--- config.mk ---
export PLATFORM = sky130hd
export DESIGN_NAME = mem_lsu
export DESIGN_NICKNAME = d
export VERILOG_FILES = /design/src/rtl/mem_lsu.sv
export SDC_FILE = /design/constraint.sdc
export NUM_CORES = 1
export LEC_CHECK = 0
export BUFFER_PORTS_ARGS = -buffer_cell sky130_fd_sc_hd__buf_2
export CAP_MARGIN = 20
export CORE_MARGIN = 2
export CORE_UTILIZATION = 30
export DETAILED_ROUTE_END_ITERATION = 10
export GPL_TIMING_DRIVEN = 0
export PLACE_DENSITY = 0.58
export RECOVER_POWER = 25
export SKIP_LAST_GASP = 1
export SYNTH_ARGS = -nofsm -noshare
export SYNTH_HDL_FRONTEND = slang
export SYNTH_SLANG_ARGS = --single-unit
--- constraint.sdc ---
create_clock -name clk -period 1.8 [get_ports clk]
set_clock_uncertainty 0.2 [all_clocks]
set_input_delay 0.18 -clock clk [delete_from_list [all_inputs] [get_ports clk]]
set_output_delay 0.18 -clock clk [all_outputs]
set_load 0.05 [all_outputs]
--- src/rtl/mem_lsu.sv ---
// Load/store unit: initiator side of the data-memory port (IDLE/WAIT/RESP handshake with timeout).
// Optional misaligned-access trap enabled by defining LSU_MISALIGN_TRAP_EN.
module mem_lsu #(
    parameter int unsigned MEM_BYTES   = 21,
    parameter int unsigned TIMEOUT_CYC = 16
) (
    input  logic        clk,
    input  logic        rst,
    input  logic        lsu_valid_i,
    input  logic        lsu_we_i,
    input  logic [2:0]  lsu_funct3_i,
    input  logic [31:0] lsu_addr_i,
    input  logic [31:0] lsu_wdata_i,
    output logic        stall_o,
    output logic [31:0] rdata_o,
    output logic        rdata_valid_o,
    output logic        bus_err_o,
    output logic        misalign_o,
    output logic        mem_req_o,
    output logic        mem_memRW_o,
    output logic [1:0]  mem_dataSec_o,
    output logic [31:0] mem_addr_o,
    output logic [31:0] mem_dataW_o,
    input  logic        mem_ack_i,
    input  logic [31:0] mem_data_i
);

    typedef enum logic [1:0] {
        S_IDLE,
        S_WAIT,
        S_RESP
    } state_t;

    state_t      r_state;
    logic [7:0]  r_cnt;
    logic        r_we;
    logic [2:0]  r_f3;
    logic        r_req;
    logic        r_rw;
    logic [1:0]  r_sec;
    logic [31:0] r_addr;
    logic [31:0] r_dataw;
    logic [31:0] r_rdata;
    logic        r_rvalid;
    logic        r_berr;
    logic        r_mis;

    logic        w_legal;
    logic [2:0]  w_size;
    logic [1:0]  w_sec;
    logic [32:0] w_end;
    logic        w_fault;
    logic        w_misalign;
    logic [31:0] w_fmt;

    always_comb begin
        w_legal = 1'b0;
        w_size  = '0;
        w_sec   = '0;
        case (lsu_funct3_i)
            3'b000: begin w_legal = 1'b1;      w_size = 3'd1; w_sec = 2'b00; end
            3'b100: begin w_legal = !lsu_we_i; w_size = 3'd1; w_sec = 2'b00; end
            3'b001: begin w_legal = 1'b1;      w_size = 3'd2; w_sec = 2'b01; end
            3'b101: begin w_legal = !lsu_we_i; w_size = 3'd2; w_sec = 2'b01; end
            3'b010: begin w_legal = 1'b1;      w_size = 3'd4; w_sec = 2'b10; end
            default: ;
        endcase
    end

    // Last byte computed in 33 bits so accesses near 0xFFFFFFFF cannot wrap into range.
    assign w_end   = {1'b0, lsu_addr_i} + {30'd0, w_size} - 33'd1;
    assign w_fault = !w_legal || (w_end >= 33'(MEM_BYTES));

`ifdef LSU_MISALIGN_TRAP_EN
    assign w_misalign = ((w_sec == 2'b01) && lsu_addr_i[0]) ||
                        ((w_sec == 2'b10) && (lsu_addr_i[1:0] != 2'b00));
`else
    assign w_misalign = 1'b0;
`endif

    // Byte at addr arrives in [31:24], so narrow loads take the top of the word.
    always_comb begin
        case (r_f3)
            3'b000:  w_fmt = {{24{mem_data_i[31]}}, mem_data_i[31:24]};
            3'b100:  w_fmt = {24'd0, mem_data_i[31:24]};
            3'b001:  w_fmt = {{16{mem_data_i[31]}}, mem_data_i[31:16]};
            3'b101:  w_fmt = {16'd0, mem_data_i[31:16]};
            default: w_fmt = mem_data_i;
        endcase
    end

    assign stall_o = (r_state == S_IDLE) ? lsu_valid_i : (r_state == S_WAIT);

    always_ff @(posedge clk or negedge rst) begin
        if (!rst) begin
            r_state  <= S_IDLE;
            r_cnt    <= '0;
            r_we     <= 1'b0;
            r_f3     <= '0;
            r_req    <= 1'b0;
            r_rw     <= 1'b1;
            r_sec    <= '0;
            r_addr   <= '0;
            r_dataw  <= '0;
            r_rdata  <= '0;
            r_rvalid <= 1'b0;
            r_berr   <= 1'b0;
            r_mis    <= 1'b0;
        end else begin
            r_berr   <= 1'b0;
            r_mis    <= 1'b0;
            r_rvalid <= 1'b0;
            case (r_state)
                S_IDLE: begin
                    if (lsu_valid_i) begin
                        if (w_fault) begin
                            r_berr <= 1'b1;
                        end else if (w_misalign) begin
                            r_mis <= 1'b1;
                        end else begin
                            r_req   <= 1'b1;
                            r_rw    <= !lsu_we_i;
                            r_sec   <= w_sec;
                            r_addr  <= lsu_addr_i;
                            r_dataw <= lsu_we_i ? lsu_wdata_i : '0;
                            r_we    <= lsu_we_i;
                            r_f3    <= lsu_funct3_i;
                            r_cnt   <= '0;
                            r_state <= S_WAIT;
                        end
                    end
                end
                S_WAIT: begin
                    // Ack is tested first so it wins over a coincident timeout.
                    if (mem_ack_i) begin
                        r_req    <= 1'b0;
                        r_rvalid <= !r_we;
                        if (!r_we) begin
                            r_rdata <= w_fmt;
                        end
                        r_state  <= S_RESP;
                    end else if (r_cnt == 8'(TIMEOUT_CYC - 1)) begin
                        r_req   <= 1'b0;
                        r_berr  <= 1'b1;
                        r_cnt   <= '0;
                        r_state <= S_IDLE;
                    end else begin
                        r_cnt <= r_cnt + 8'd1;
                    end
                end
                S_RESP: begin
                    r_state <= S_IDLE;
                end
                default: begin
                    r_state <= S_IDLE;
                end
            endcase
        end
    end

    assign rdata_o       = r_rdata;
    assign rdata_valid_o = r_rvalid;
    assign bus_err_o     = r_berr;
    assign misalign_o    = r_mis;
    assign mem_req_o     = r_req;
    assign mem_memRW_o   = r_rw;
    assign mem_dataSec_o = r_sec;
    assign mem_addr_o    = r_addr;
    assign mem_dataW_o   = r_dataw;

endmodule
==> results of run 1 <==
report_power, final:
part	internal (W)	leakage, nW	switching, W
combinational	0.000637	4.10	0.000753
sequential	0.00261	1.44	0.00000455
clock	0.00205	0.277	0.00135
total	0.00530	5.81	0.00210
worst min-delay path by stage:
| stage | startpoint | end | cells after the start |
|---|---|---|---|
| global route | lsu_funct3_i[0] | r_f3[0]$_DFFE_PN0P_ | 2 |
| global placement | lsu_wdata_i[21] | mem_dataW_o[21]$_DFFE_PN0P_ | 3 |
| finish | lsu_funct3_i[0] | r_f3[0]$_DFFE_PN0P_ | 2 |
| CTS | lsu_funct3_i[0] | r_f3[0]$_DFFE_PN0P_ | 2 |
| detailed placement | rst | mem_dataW_o[22]$_DFFE_PN0P_ | 1 |
| floorplan | rst | bus_err_o$_DFF_PN0_ | 0 |
cells in the mapped netlist, types with 7 or more instances:
library cell / n
dfrtp_1: 115
nand2_1: 101
inv_1: 82
a21oi_1: 75
o21ai_0: 57
nor2_1: 44
mux2i_1: 43
mux2_4: 37
ha_1: 35
clkbuf_1: 26
nor3_1: 13
nand3_1: 12
a21o_1: 8
and3_1: 7
buf_6: 7
nand2b_1: 7
through the flow:
step,hold WS (ns),TNS [ns]
final,-0.165,-183.02
after global routing,-0.177,-192.91
after floorplan,-0.316,-182.01
after detailed placement,-0.106,-250.33
after CTS,-0.180,-175.90
after global placement,0.230,-393.32
timing repair:
action                                  4_1_cts  5_1_grt
setup buffers                                12        5
pin swaps                                    22       12
hold endpoints to repair                    219        2
resized for setup                            62       35
endpoints found under the setup margin      116      115
cloned                                        6        1
final cells by class:
class                           count  area (sq um)  area share
Clock buffer                       18           429      0.0388
Tap cell                          324           405      0.0367
Inverter                           82           308      0.0279
Multi-Input combinational cell    554          4100       0.372
Timing Repair Buffer              330          2400       0.217
Clock inverter                     14           154      0.0139
Sequential cell                   116          2910       0.263
Buffer                             39           339      0.0307
routing by layer:
layer	up-vias	GRT usage	wire, um
met2	245	0.316	11200
li1	3484	-	-
met4	0	0.0532	468
met1	3301	0.230	10100
met3	31	0.0403	1340
met5	-	0	0
kinds of logic (layout without fill, tap and decap cells):
kind of cell | count (synthesis) | after routing | share of synthesized area
and+or+nand+nor | 222 | 222 | 0.140
other | 1 | 1 | 0.000515
adders and majority gates | 36 | 36 | 0.0629
DFF | 116 | 116 | 0.399
muxes | 83 | 83 | 0.140
xor gates and xnor gates | 10 | 10 | 0.0120
AOI/OAI and AO/OA | 202 | 202 | 0.174
buffers and inverters | 122 | 483 | 0.0720
placed cells by master (no fill, tap or decap), types with 11 or more instances in the layout:
cell type      synthesis  routed
mux2_4                37      37
nand3_1               12      12
nor2_1                44      43
inv_1                 82      79
nor3_1                13      12
a21oi_1               75      75
dlygate4sd3_1          0     102
buf_12                 0      11
clkbuf_16              0      18
dfrtp_1              115     114
o21ai_0               57      53
ha_1                  35      31
buf_4                  2      16
mux2i_1               43      41
nand2_1              101     100
clkbuf_1              26      16
buf_2                  5     203
state kept, by name, summed over array words and instances, names as in the netlist:
signal         cells
bus_err_o          1
mem_addr_o        32
mem_dataSec_o      2
mem_dataW_o       32
mem_memRW_o        1
mem_req_o          1
r_cnt              8
r_f3               3
r_state            2
r_we               1
rdata_o           32
rdata_valid_o      1
critical path, delay by kind of cell:
family,cells,cell delay (ns)
and+or+nand+nor,6,1.71
muxes,1,0.29
buffers and inverters,6,0.68
AOI/OAI and AO/OA,3,0.73
adders and majority gates,3,0.62
==> results.txt, run 1 <==
Reg2reg end - r_cnt[4]$_DFFE_PN0P_
Ports - 208
Post-synthesis register bit count - 116
1st-pass router iterations - 5
Tot Pwr - 0.00740 W
Async S/R FF share, synth - 1.00
DRC Markers - 0
Number of distinct library cells after synthesis - 68
Leading register cell type out of synthesis - dfrtp_1
Syn_nets - 932
Peak supply drop - 0.496 mV
ANT cells - 0
Final Setup Violations - 82
Global-route wire length before repair - 37500 um
Post-layout min period - 4.11 ns
Critical Path Source Type - input port
Place WS - -3.00 ns
Initial Utilization - 0.302
Clock slew at reported path FFs - 0.05 ns
Synth warn - 0
Slew @ Worst Pin - 0.879 ns
Total wire length - 23100 um
Clock buffer count from CTS - 17
# port buffers - 204
Remaining antenna violation count - 0
Nets - 1280
GRT Residual Overflow - 0
Area Overhead vs Synth - 51.7%
Outcome - complete, but fails checks
Final cell count without fillers - 1477
Via density - 4.78
Core Region - 0.0241 sq mm
Crit end category - flop
CTS tree - yes
# hold bufs at CTS - 102
Post-DP HPWL - 16000 um
Seq/Total Area, Yosys - 0.399
Row cnt - 57
Fillers - 2334
Post-DP Area - 0.00886 sq mm
R2r setup slk - -0.45 ns
Number of max-cap violations - 0
Crit path launch - lsu_funct3_i[1]
Max Clk Rate - 243 MHz
Critical Path RT - 1.89 ns
Wire per inst - 15.7 um
Fin Hold WS - -0.165 ns
Synth area leader - dfrtp_1
Insertion delay of the later-clocked pin in the worst-skew pair - 0.41 ns
Tot GR Track Use - 0.183
CP Max Fanout - 8
WP data arrival - 4.21 ns
Hold WC Path Type - in -> reg
Hold Fails Final Rpt - 2
Largest net degree at the start of global routing - 85
Leak - 5.81 nW
R2r worst-path depth - 7
DR iter-0 viols - 379
Slowest cell delay on critical path - 0.59 ns
Die height - 160 um
Critical path's slowest cell - or4_4
Overall via count from detail_route - 7061
Post-synth EDFFs - 0
Post-route cell area - 0.0110 sq mm
Syn_area_per_cell - 9.19 sq um
Chip width - 160 um
Fin worst setup slack - -2.31 ns
Post-synth top area share - 0.395
Layout cells sized above 1 - 0.321
Slew Viols, Final - 0
Mapped Cells - 792
R2r startpoint - r_cnt[0]$_DFFE_PN0P_
Initial antenna violation count - 0
Die ar. - 0.0255 sq mm
CP Class - in -> reg
Violated checks - hold timing, setup timing
PwrDens - 670 mW/mm^2
Number of global-route vias before repair - 7219
Tcrit/Tclk final - 2.29
CTS Buffer Depth - 2
CP Capture Point - mem_addr_o[2]$_DFFE_PN0P_
CP Cell Sequence - buf_8 > or2_4 > ha_4 > inv_2 > ha_4 > inv_2 > fa_2 > nand2b_4 > a211oi_4 > buf_6 > o21ai_1 > and2_1 > and3_1 > a2111oi_2 > nand4_1 > or4_4 > buf_12 > buf_12 > mux2_4
Slew HR - 0.414
Num Clock Sinks - 116
Root Buffer - clkbuf_16
Placed cell count - 1321
Final core utilization - 0.458
Mapped cell area - 0.00728 sq mm
Unrepaired setup endpoints after global routing - yes
Htree depth - 4
Top cells by area, synth - dfrtp_1 40%, mux2_4 7.6%, ha_1 6.0%
Final GP Congestion - 0.876
Note: power is estimated with default switching activity, not from simulation.
==> run 2, diff against run 1 <==
--- a/config.mk
+++ b/config.mk
@@ -6,13 +6,13 @@
 export NUM_CORES = 1
 export LEC_CHECK = 0
 export BUFFER_PORTS_ARGS = -buffer_cell sky130_fd_sc_hd__buf_2
-export CAP_MARGIN = 20
+export CAP_MARGIN = 25
 export CORE_MARGIN = 2
 export CORE_UTILIZATION = 30
 export DETAILED_ROUTE_END_ITERATION = 10
-export GPL_TIMING_DRIVEN = 0
 export PLACE_DENSITY = 0.58
 export RECOVER_POWER = 25
+export SKIP_CTS_REPAIR_TIMING = 1
 export SKIP_LAST_GASP = 1
 export SYNTH_ARGS = -nofsm -noshare
 export SYNTH_HDL_FRONTEND = slang
==> run 2 against run 1 <==
  * The flow finishes with violations (setup timing)
  * Register-to-register slack gained 0.13 ns
  * Power up 5.8%
  * Clock power rose by 4%
  * Fmax increased by 2.0%
  * Via count increased by 3.9%
  * Clock-buffer cell count unchanged
  * Largest power group unchanged
==> results.txt, run 2 (synthesized netlist as in run 1, its figures left out) <==
Outcome - complete, but fails checks
Violated checks - setup timing
Nets - 1367
Stages on worst setup path - 19
Remaining antenna violation count - 0
Placed cell count - 1420
Post-DP HPWL - 16300 um
CP Max Fanout - 7
CTS Buffer Depth - 2
1st-pass router iterations - 5
Initial Utilization - 0.302
R2r setup slk - -0.32 ns
DRC Markers - 0
R2r startpoint - r_state[1]$_DFFE_PN0P_
Place WS - -2.70 ns
Layout cells sized above 1 - 0.376
R2r worst-path depth - 5
WP data arrival - 4.13 ns
Max Clk Rate - 248 MHz
Num Clock Sinks - 116
Critical path's slowest cell - or4_4
Fin worst setup slack - -2.23 ns
Ports - 208
Area Overhead vs Synth - 59.2%
Most frequent cells in the layout - 202 x buf_2, 132 x buf_4, 115 x dfrtp_1
Hold Fails Final Rpt - 0
Wire per inst - 15.0 um
CP delay by family, top - simple AND/OR/NAND/NOR gates
Row cnt - 57
ANT cells - 0
Core Region - 0.0241 sq mm
Tot GR Track Use - 0.166
Overall via count from detail_route - 7333
Final core utilization - 0.481
Slew @ Worst Pin - 0.981 ns
Worst Hold Launch - lsu_valid_i
Total wire length - 23500 um
Slew Viols, Final - 0
# port buffers - 206
Leak - 6.24 nW
Insertion delay of the later-clocked pin in the worst-skew pair - 0.41 ns
Final GP Congestion - 0.894
Cells on Worst Hold Path - 4
PwrDens - 676 mW/mm^2
Post-layout min period - 4.03 ns
Initial antenna violation count - 0
Clock buffer count from CTS - 17
Unrepaired setup endpoints after global routing - yes
Buf/Inv on CP - 6
Largest net degree at the start of global routing - 66
CP Class - in -> reg
Critical Path RT - 1.89 ns
Tcrit/Tclk final - 2.24
Final Setup Violations - 83
DR iter-0 viols - 576
CP Cell Sequence - buf_6 > nand2b_4 > ha_4 > inv_2 > ha_4 > inv_2 > fa_2 > nand2b_4 > a211oi_4 > a2bb2oi_4 > buf_6 > buf_6 > a2111oi_4 > o31ai_2 > or3_1 > a221o_1 > or4_4 > clkbuf_16 > mux2_4
Via density - 4.69
Number of max-cap violations - 0
Htree depth - 4
Reg2reg end - mem_addr_o[18]$_DFFE_PN0P_
Worst path most repeated cell - buf_6
Global-route wire length before repair - 34300 um
Number of global-route vias before repair - 6689
Hold WC Path Type - in -> reg
Die ar. - 0.0255 sq mm
Slew HR - 0.346
GRT Residual Overflow - 0
CTS tree - yes
Final cell count without fillers - 1564
Root Buffer - clkbuf_16
Worst Hold Path EP - bus_err_o$_DFF_PN0_
Chip width - 160 um
Peak supply drop - 0.490 mV
Clock slew at reported path FFs - 0.06 ns
Leading cell type in the layout, fill and taps excluded - buf_2
Die height - 160 um
Critical Path Source Type - input port
Crit end category - flop
Slowest cell delay on critical path - 0.65 ns
-- run 2: cell count changes in the layout (fill, tap and decap cells not counted), sizes merged --
cell	delta
clkbuf	-19
dlygate4sd3	-1
clkinv	-2
buf	+107
inv	+3
clkinvlp	-1
-- run 2: how the worst max path moves through the flow --
stage / startpoint / to / slack [ns]
after global routing: lsu_funct3_i[1] / mem_dataW_o[12]$_DFFE_PN0P_ / -2.31
final: lsu_funct3_i[1] / mem_addr_o[18]$_DFFE_PN0P_ / -2.23
after detailed placement: lsu_funct3_i[0] / mem_addr_o[18]$_DFFE_PN0P_ / -2.70
after global placement: lsu_funct3_i[0] / mem_addr_o[19]$_DFFE_PN0P_ / -2.64
after CTS: lsu_funct3_i[0] / mem_addr_o[18]$_DFFE_PN0P_ / -2.27
after floorplan: lsu_funct3_i[0] / mem_addr_o[0]$_DFFE_PN0P_ / -2.29
-- run 2: final cells by class --
class / instances / area (sq um)
tap: 324 / 405
sequential: 116 / 2900
multi-input combinational: 554 / 4050
clock buffer: 18 / 439
fill: 2307 / 12500
inverter: 82 / 310
timing repair buffer: 456 / 3320
clock inverter: 14 / 165
-- run 2: power breakdown --
group | switching [W] | internal [W] | total (W)
logic | 0.000810 | 0.000856 | 0.00167
clock network | 0.00143 | 0.00212 | 0.00355
registers | 0.00000453 | 0.00261 | 0.00262
-- run 2: metal layers --
| metal | track usage | vias up | routed length, um |
|---|---|---|---|
| met1 | 0.217 | 3430 | 10500 |
| met5 | 0 | - | 0 |
| met3 | 0.0369 | 24 | 1220 |
| met4 | 0.0393 | 0 | 380 |
| li1 | - | 3645 | - |
| met2 | 0.280 | 234 | 11300 |
-- run 2: tightest hold or removal path, cell delays in order --
cell and delay [ns]:
buf_2 0.12, nand2_2 0.10, buf_4 0.13, o22ai_1 0.07
-- run 2: stage by stage --
stage / area [sq um] / power (W) / TNS (ns) / hold slack (ns)
floorplan: 7400 / 0.00338 / -182.01 / -0.316
global placement: 9750 / 0.00407 / -213.07 / -0.0155
detailed placement: 9750 / 0.00408 / -217.81 / -0.0170
CTS: 10400 / 0.00770 / -182.79 / -0.470
global route: 11600 / 0.00822 / -185.58 / 0.0534
finish: 11600 / 0.00783 / -179.45 / 0.0441
==> run 3, diff against run 2 <==
==> constraint.sdc (replaced) <==
create_clock -name clk -period 3.6 [get_ports clk]
set_clock_uncertainty 0.2 [all_clocks]
set_input_delay 0.36 -clock clk [delete_from_list [all_inputs] [get_ports clk]]
set_output_delay 0.36 -clock clk [all_outputs]
set_load 0.05 [all_outputs]
==> run 3 against run 2 <==
  * The run ends with hold timing, capacitance limit, slew limit, setup timing left
  * Highest routed layer unchanged
  * Final area shrank 7.2%
  * Via count decreased by 5.0%
  * Critical path depth is the same
  * Register-to-register slack better by 1.7 ns
  * Die area unchanged
  * Sequential power fell by 50%
==> results.txt, run 3 (synthesized netlist as in run 1, its figures left out) <==
CP Max Fanout - 11
# port buffers - 206
Peak supply drop - 0.267 mV
Global-route wire length before repair - 33200 um
Critical Path Source Type - input port
Final GP Congestion - 0.868
Max Clk Rate - 234 MHz
CP Class - in -> reg
Number of max-cap violations - 1
Tcrit/Tclk final - 1.19
Hold WC Path Type - in -> reg
Overall via count from detail_route - 6965
Insertion delay of the later-clocked pin in the worst-skew pair - 0.41 ns
Final cell count without fillers - 1470
Final core utilization - 0.446
Leak - 5.89 nW
Area Overhead vs Synth - 47.8%
Violated checks - hold timing, capacitance limit, slew limit, setup timing
Leading cell type in the layout, fill and taps excluded - buf_2
Root Buffer - clkbuf_16
Unrepaired setup endpoints after global routing - yes
Die ar. - 0.0255 sq mm
Outcome - complete, but fails checks
Slowest cell delay on critical path - 0.68 ns
GRT Residual Overflow - 0
Ports - 208
CTS Buffer Depth - 2
DR iter-0 viols - 380
Critical path's slowest cell - or4_4
Slew @ Worst Pin - 1.57 ns
Num Clock Sinks - 116
Clock slew at reported path FFs - 0.06 ns
Die height - 160 um
DRC Markers - 0
WP data arrival - 4.37 ns
Tot Pwr - 0.00387 W
Fin Hold WS - -0.00693 ns
Core Region - 0.0241 sq mm
Initial Utilization - 0.302
Largest net degree at the start of global routing - 66
TNS Setup - -51.10 ns
1st-pass router iterations - 5
Slew HR - -0.0456
Post-layout min period - 4.27 ns
Layout cells sized above 1 - 0.386
PwrDens - 360 mW/mm^2
Number of global-route vias before repair - 6480
Hold Fails Final Rpt - 3
CP Cell Sequence - buf_6 > or2_4 > ha_4 > inv_2 > ha_4 > inv_2 > fa_2 > nand2b_4 > a211oi_4 > a2bb2oi_4 > buf_6 > a2111oi_4 > o31ai_2 > nand3_1 > a221o_1 > or4_4 > buf_12 > clkbuf_16 > mux2i_1
Htree depth - 4
Final Setup Violations - 82
Critical Path RT - 3.69 ns
CTS tree - yes
Total wire length - 22000 um
Post-DP HPWL - 15900 um
Chip width - 160 um
Row cnt - 57
Tot GR Track Use - 0.162
Clock buffer count from CTS - 17
Wire per inst - 15.0 um
Initial antenna violation count - 0
Nets - 1273
ANT cells - 0
R2r setup slk - 1.35 ns
Remaining antenna violation count - 0
Crit end category - flop
Slew Viols, Final - 61
Most frequent cells in the layout - 201 x buf_2, 115 x dfrtp_1, 115 x buf_4
Placed cell count - 1395
Fin worst setup slack - -0.675 ns
Via density - 4.74
run 3: cell types whose count changed in the layout (fill, tap and decap cells not counted), moves of 2 or more:
cell	previous run	this run
buf_4	132	115
buf_6	10	3
clkbuf_16	19	23
clkinv_4	4	2
dlygate4sd3_1	101	26
inv_6	5	7
run 3: area by class of cell:
cell class / instances / area [sq um]
clock inverters: 14 / 188
flip-flops and latches: 116 / 2900
multi-input cells: 554 / 4030
repair buffers: 362 / 2490
well taps: 324 / 405
clock buffers: 18 / 439
fillers: 2382 / 13300
inverters: 82 / 308
run 3: report_power, final:
| group | leakage (nW) | switching [W] | internal, W |
|---|---|---|---|
| logic | 4.14 | 0.000384 | 0.000363 |
| registers | 1.44 | 0.00000212 | 0.00131 |
| clock network | 0.305 | 0.000686 | 0.00113 |
| total | 5.89 | 0.00107 | 0.00280 |
run 3: final timing paths:
path                                         start                          end  depth (start not counted)
min in group asynchronous                      rst  mem_dataW_o[17]$_DFFE_PN0P_                          2
hold reg to reg            mem_memRW_o$_DFFE_PN1P_      mem_memRW_o$_DFFE_PN1P_                          2
hold / removal                     lsu_wdata_i[24]  mem_dataW_o[24]$_DFFE_PN0P_                          3
setup / recovery                   lsu_funct3_i[1]  mem_dataW_o[11]$_DFFE_PN0P_                         19
max in group asynchronous                      rst   mem_addr_o[29]$_DFFE_PN0P_                          3
setup reg to reg              r_cnt[0]$_DFFE_PN0P_         r_cnt[4]$_DFFE_PN0P_                          7
run 3: per-stage QoR:
stage / setup slack [ns] / instance area, sq um
after floorplan: -0.668 / 7400
after global placement: -1.02 / 9530
after detailed placement: -1.11 / 9530
after CTS: -0.683 / 10200
after global routing: -0.776 / 10800
final: -0.675 / 10800
run 3: metal layers:
layer	routed length [um]	vias to the layer above	GRT usage	part of all wire
met2	10400	213	0.269	0.47
met1	10200	3263	0.211	0.46
met5	0	-	0	0
met4	434	0	0.0565	0.020
met3	1050	28	0.0332	0.048
li1	-	3461	-	-
run 3: worst max-delay path: cells and delay by family:
family	cells	cell delay, ns
AOI/OAI and AO/OA	5	1.32
buffers and inverters	6	0.73
adders and majority gates	3	0.61
and+or+nand+nor	4	1.19
muxes	1	0.12
